`src/rtl/iomem_router_pkg.sv`:
```
// Shared definitions for the iomem router: slot field, status layout, FSM encoding.
package iomem_router_pkg;

  localparam int SLOT_LSB = 20;
  localparam int SLOT_MSB = 23;
  localparam logic [3:0] STATUS_SLOT = 4'hF;

  localparam int ST_TO_BIT    = 0;
  localparam int ST_UNMAP_BIT = 1;
  localparam int ST_SLOT_LSB  = 4;
  localparam int ST_CNT_LSB   = 8;

  typedef enum logic [1:0] {
    ST_IDLE   = 2'd0,
    ST_ACCESS = 2'd1,
    ST_RESP   = 2'd2
  } state_t;

endpackage

```
`src/rtl/iomem_router_watchdog.sv`:
```
// Per-access timeout: loaded on clear, counts down while enabled, flags the last allowed cycle.
module iomem_watchdog #(
  parameter int TO_W    = 8,
  parameter int TIMEOUT = 255
) (
  input  logic CLK,
  input  logic resetn,
  input  logic clr,
  input  logic en,
  output logic expired
);

  localparam logic [TO_W-1:0] LOAD = TO_W'(TIMEOUT - 1);

  logic [TO_W-1:0] count;

  always_ff @(posedge CLK) begin
    if (!resetn)
      count <= '0;
    else if (clr)
      count <= LOAD;
    else if (en && count != '0)
      count <= count - 1'b1;
  end

  // Zero while enabled means s_valid has now been held TIMEOUT cycles.
  assign expired = en && (count == '0);

endmodule

```
`src/rtl/iomem_router.sv`:
```
// Routes picosoc iomem accesses in the BASE window to peripheral slots, with timeout and sticky status.
//  state  | meaning
//  IDLE   | waiting for an m_valid hit in the BASE window
//  ACCESS | s_valid[sel] held, waiting for s_ready[sel] or timeout
//  RESP   | one-cycle m_ready pulse with m_rdata
module iomem_router
  import iomem_router_pkg::*;
#(
  parameter int          NUM_SLOTS = 4,
  parameter logic [7:0]  BASE      = 8'h03,
  parameter int          TIMEOUT   = 255,
  parameter int          TO_W      = 8,
  parameter logic [31:0] TO_DATA   = 32'hFFFF_FFFF
) (
  input  logic                   CLK,
  input  logic                   resetn,
  input  logic                   m_valid,
  output logic                   m_ready,
  input  logic [3:0]             m_wstrb,
  input  logic [31:0]            m_addr,
  input  logic [31:0]            m_wdata,
  output logic [31:0]            m_rdata,
  output logic [NUM_SLOTS-1:0]   s_valid,
  input  logic [NUM_SLOTS-1:0]   s_ready,
  output logic [19:0]            s_addr,
  output logic [3:0]             s_wstrb,
  output logic [31:0]            s_wdata,
  input  logic [32*NUM_SLOTS-1:0] s_rdata,
  output logic                   err_irq
);

  state_t state;
  logic [3:0] sel;
  logic [3:0] m_sel;
  logic       hit, mapped, slot_ready, expired;
  logic [NUM_SLOTS-1:0] onehot;
  logic [31:0] slot_rdata, status_word;
  logic       st_to, st_unmap;
  logic [3:0] st_slot;
  logic [7:0] st_cnt;

  assign m_sel  = m_addr[SLOT_MSB:SLOT_LSB];
  assign hit    = m_valid && (m_addr[31:24] == BASE);
  assign mapped = int'(m_sel) < NUM_SLOTS;

  // s_valid is one-hot on sel, so it doubles as the ready/rdata mask.
  always_comb begin
    onehot     = '0;
    slot_rdata = '0;
    for (int i = 0; i < NUM_SLOTS; i++) begin
      onehot[i] = (int'(m_sel) == i);
      if (s_valid[i])
        slot_rdata = slot_rdata | s_rdata[32*i +: 32];
    end
    slot_ready = |(s_ready & s_valid);
  end

  always_comb begin
    status_word = '0;
    status_word[ST_TO_BIT]    = st_to;
    status_word[ST_UNMAP_BIT] = st_unmap;
    status_word[ST_SLOT_LSB +: 4] = st_slot;
    status_word[ST_CNT_LSB  +: 8] = st_cnt;
  end

  assign err_irq = st_to | st_unmap;

  iomem_watchdog #(.TO_W(TO_W), .TIMEOUT(TIMEOUT)) u_watchdog (
    .CLK     (CLK),
    .resetn  (resetn),
    .clr     (state == ST_IDLE && hit && mapped),
    .en      (state == ST_ACCESS),
    .expired (expired)
  );

  always_ff @(posedge CLK) begin
    if (!resetn) begin
      state    <= ST_IDLE;
      sel      <= '0;
      m_ready  <= 1'b0;
      m_rdata  <= '0;
      s_valid  <= '0;
      s_addr   <= '0;
      s_wstrb  <= '0;
      s_wdata  <= '0;
      st_to    <= 1'b0;
      st_unmap <= 1'b0;
      st_slot  <= '0;
      st_cnt   <= '0;
    end else begin
      case (state)
        ST_IDLE: begin
          m_ready <= 1'b0;
          m_rdata <= '0;
          if (hit) begin
            sel     <= m_sel;
            s_addr  <= m_addr[19:0];
            s_wstrb <= m_wstrb;
            s_wdata <= m_wdata;
            m_ready <= !mapped;
            if (mapped) begin
              s_valid <= onehot;
              state   <= ST_ACCESS;
            end else if (m_sel == STATUS_SLOT) begin
              m_rdata <= status_word;
              state   <= ST_RESP;
              if (m_wstrb[0] && m_wdata[ST_TO_BIT])    st_to    <= 1'b0;
              if (m_wstrb[0] && m_wdata[ST_UNMAP_BIT]) st_unmap <= 1'b0;
              if (m_wstrb[1])                          st_cnt   <= '0;
            end else begin
              m_rdata  <= TO_DATA;
              st_unmap <= 1'b1;
              state    <= ST_RESP;
            end
          end
        end
        ST_ACCESS: begin
          if (slot_ready) begin
            s_valid <= '0;
            m_rdata <= slot_rdata;
            m_ready <= 1'b1;
            state   <= ST_RESP;
          end else if (expired) begin
            s_valid <= '0;
            m_rdata <= TO_DATA;
            m_ready <= 1'b1;
            st_to   <= 1'b1;
            st_slot <= sel;
            if (st_cnt != 8'hFF) st_cnt <= st_cnt + 8'd1;
            state   <= ST_RESP;
          end
        end
        ST_RESP: begin
          m_ready <= 1'b0;
          m_rdata <= '0;
          state   <= ST_IDLE;
        end
        default: state <= ST_IDLE;
      endcase
    end
  end

endmodule

```
`config.mk`:
```
export PLATFORM = sky130hd
export DESIGN_NAME = iomem_router
export DESIGN_NICKNAME = d
export VERILOG_FILES = /design/src/rtl/iomem_router_pkg.sv /design/src/rtl/iomem_router_watchdog.sv /design/src/rtl/iomem_router.sv
export SDC_FILE = /design/constraint.sdc
export NUM_CORES = 1
export LEC_CHECK = 0
export BUFFER_PORTS_ARGS = -buffer_cell sky130_fd_sc_hd__buf_2
export CORE_ASPECT_RATIO = 0.6
export CORE_UTILIZATION = 47
export CTS_BUF_LIST = sky130_fd_sc_hd__clkbuf_8
export DETAILED_ROUTE_END_ITERATION = 16
export PLACE_DENSITY = 0.89
export SKIP_CTS_REPAIR_TIMING = 1
export SYNTH_ARGS = -nofsm -noshare
export SYNTH_HDL_FRONTEND = slang
export SYNTH_SLANG_ARGS = --single-unit
```
`constraint.sdc`:
```
create_clock -name CLK -period 4.1 [get_ports CLK]
set_clock_uncertainty 0.1 [all_clocks]
set_input_delay 1.23 -clock CLK [delete_from_list [all_inputs] [get_ports CLK]]
set_output_delay 1.23 -clock CLK [all_outputs]
set_load 0.02 [all_outputs]
```
==> results.toml <==
[worst_setup_path]
path_max_fanout = 62
cpLargestDelayFamily = "simple AND/OR/NAND/NOR gates"
crit_path_cell_trace = "buf_2 -> or4_1 -> nor4_4 -> buf_4 -> nand2b_1 -> o22a_1 -> nor2_1"
path_class = "input pin to register"
r2r-end = "st_cnt[4]"
cp-start-kind = "input pin"
cp_slowest_cell = "or4_1"
slowest_delay_ns = 0.64
worstPathArrival_ns = 3.53
worst-path-buf-inv = 2
cp-end-kind = "register"
r2r_cells = 7
r2r-start = "u_watchdog.count[0]"
required_ns = 4.38
r2r_slack_ns = 1.28

[clock_tree]
clk_latency_ns = 0.44
htreeDepth = 4
clockRootBuffer = "clkbuf_8"
clockBufferDepth = 2
cts_made_buffers = 17
cts_tree = "built"
cts_num_sinks = 121
path_clk_slew_ns = 0.08

[sta]
fin_crit_ns = 3.25
tns_ns = 0
holdWs_ns = 0.350
min_period_over_period_pct = 79.3
slew_headroom_pct = 21.0
setup_ws_ns = 0.849
finalMaxSlewViolations = 0
fmax_mhz = 308
hold_viol_final = 0
rsz0062_at_grt = "false"
worst_pin_slew_ns = 1.18
setup_viol = 0

[drt]
ant_nets = 0
num_vias = 6336
vias_per_cell = 5.47
firstDrtPassIters = 7
avgRoutedWirePerCell_um = 15.5
totalWireLength_um = 18000
remaining_drc_errors = 0
drt_iter0_drc = 508

[synth]
ys.warnings.count = 0
ys_seq_elements = 121
ys_seq_area_share_pct = 43.3
syn_inst = 719
ys_types = 47
synthArstFlopShare_pct = 0
synth_area_mm2 = 0.00560
synth_edf_count = 0
synth_ff_type = "dfxtp_1"
syn_avg_cell_area_um2 = 7.79
syn_nets = 927

[layout]
syn_to_final_growth_pct = 35.2
fin_util_pct = 66.1
final_nets = 1193
layout-drive-gt1-share_pct = 36.7
fin_area_mm2 = 0.00757
instances_no_fill = 1158
num_antenna_cells = 0

[worst_hold_path]
hp-start = "s_wdata[4]"
min_to = "s_wdata[4]"
hold_path.class = "register to register"
min_path_cells = 2

[run]
cap_violations = 0

[power_and_ir_drop]
p_seq_share_pct = 48.0
clkPwrFrac_pct = 45.1
pwr_density_cell_mw_per_mm2 = 324
ir_drop_mv = 0.207
power_frac_comb_pct = 6.9
total_power_mw = 2.45
switching_power_mw = 0.592
internal-power_mw = 1.86
p_leak_nw = 3.30
swShare_pct = 24.1

[floorplan]
io_pins = 297
die_x_um = 143
rows = 30
die_y_um = 86.5
core_mm2 = 0.0114
initial_utilization_pct = 48.9
die_area_mm2 = 0.0124

[global_route]
grt_max_degree = 63
grt_usage_pct = 28.9
grt_pass1_vias = 5647
antenna_found_initial = 2
grt_pass1_wl_um = 27600
gr-total-overflow = 0

[placement]
dp_worst_setup_slack_ns = 0.435
place_hpwl_um = 13000
io_buffer_count = 296
gp_congestion = 0.920
dpl_cell_area_mm2 = 0.00716
placed_cells = 1126

[status]
status = "completed"
cell type report:
cell class / instances / area, um^2
clock buffers: 17 / 234
clock inverters: 15 / 176
fillers: 1024 / 3880
inverters: 12 / 45.0
multi-input cells: 523 / 2910
flip-flops and latches: 121 / 2420
well taps: 160 / 200
repair buffers: 310 / 1590
layout by cell type (no fill, tap or decap), types with 11 or more instances in the layout:
master and count:
buf_2 296, nand2_1 136, dfxtp_1 121, a21oi_1 106, a22oi_1 66, nor2_1 52, o21ai_0 33, a31o_2 18
clkbuf_8 17, a31oi_1 16, buf_4 14, inv_1 12, nand3_1 11
Yosys cell counts (3+ instances only):
master	number	area, um^2
o31ai_1	4	30.0
xor2_1	5	43.8
a21oi_1	107	536
o22ai_1	5	31.3
o21ai_0	33	165
ha_1	5	62.6
nand2_1	136	510
nand3_1	11	55.1
a31oi_1	16	100
or2_2	3	18.8
inv_1	11	41.3
nand2b_1	3	18.8
a22oi_1	66	495
nor2_1	52	195
mux2i_1	5	50.1
a31o_2	18	158
or4_1	4	30.0
nor4_1	4	25.0
a2111oi_0	4	35.0
nand4_1	5	31.3
or3_1	4	25.0
dfxtp_1	121	2420
clkbuf_1	62	233
power groups by stage:
stage	registers [mW]	clock network, mW	logic (mW)
floorplan	1.21	0	0.0498
global placement	1.21	0	0.164
detailed placement	1.21	0	0.166
CTS	1.18	1.13	0.167
global route	1.18	1.18	0.186
finish	1.18	1.11	0.170
registers in the layout (all words and copies together), names as in the netlist:
register / cells
u_watchdog.count: 8
st_cnt: 8
state: 2
st_unmap: 1
st_slot: 4
s_wdata: 32
st_to: 1
sel: 4
m_rdata: 32
s_wstrb: 4
s_addr: 20
m_ready: 1
s_valid: 4
routing by layer:
layer	global-route usage, %	routed length [um]
met1	37.5	7930
met2	46.3	8260
met3	8.29	1510
met4	10.2	282
met5	0	9
worst max path at each step:
| stage | startpoint | endpoint | slack [ns] | cells after the start |
|---|---|---|---|---|
| final | m_addr[27] | state[0] | 0.85 | 7 |
| after global routing | m_addr[27] | state[0] | 0.77 | 7 |
| after CTS | m_addr[27] | state[0] | 0.90 | 7 |
| after detailed placement | m_addr[27] | state[0] | 0.43 | 7 |
| after global placement | m_addr[27] | state[0] | 0.46 | 7 |
| after floorplan | m_addr[27] | st_cnt[4] | 0.73 | 6 |
cell families after synthesis:
family | Yosys count | share of synthesized area (%)
AO/OA/AOI/OAI | 268 | 29.8
XOR/XNOR | 7 | 1.10
adder cells (fa/ha/maj) | 5 | 1.12
buffers and inverters | 75 | 5.03
flip-flops | 121 | 43.3
multiplexers | 5 | 0.894
AND/OR/NAND/NOR | 238 | 18.8
worst reg2reg max path: stages, from the launching register on:
cell	delay, ns
dfxtp_1	0.32
inv_1	0.09
ha_1	0.21
nor3b_1	0.43
nand4_1	0.19
a22o_1	0.39
or4_1	0.70
o32ai_1	0.31
Note: power is estimated with default switching activity, not from simulation.
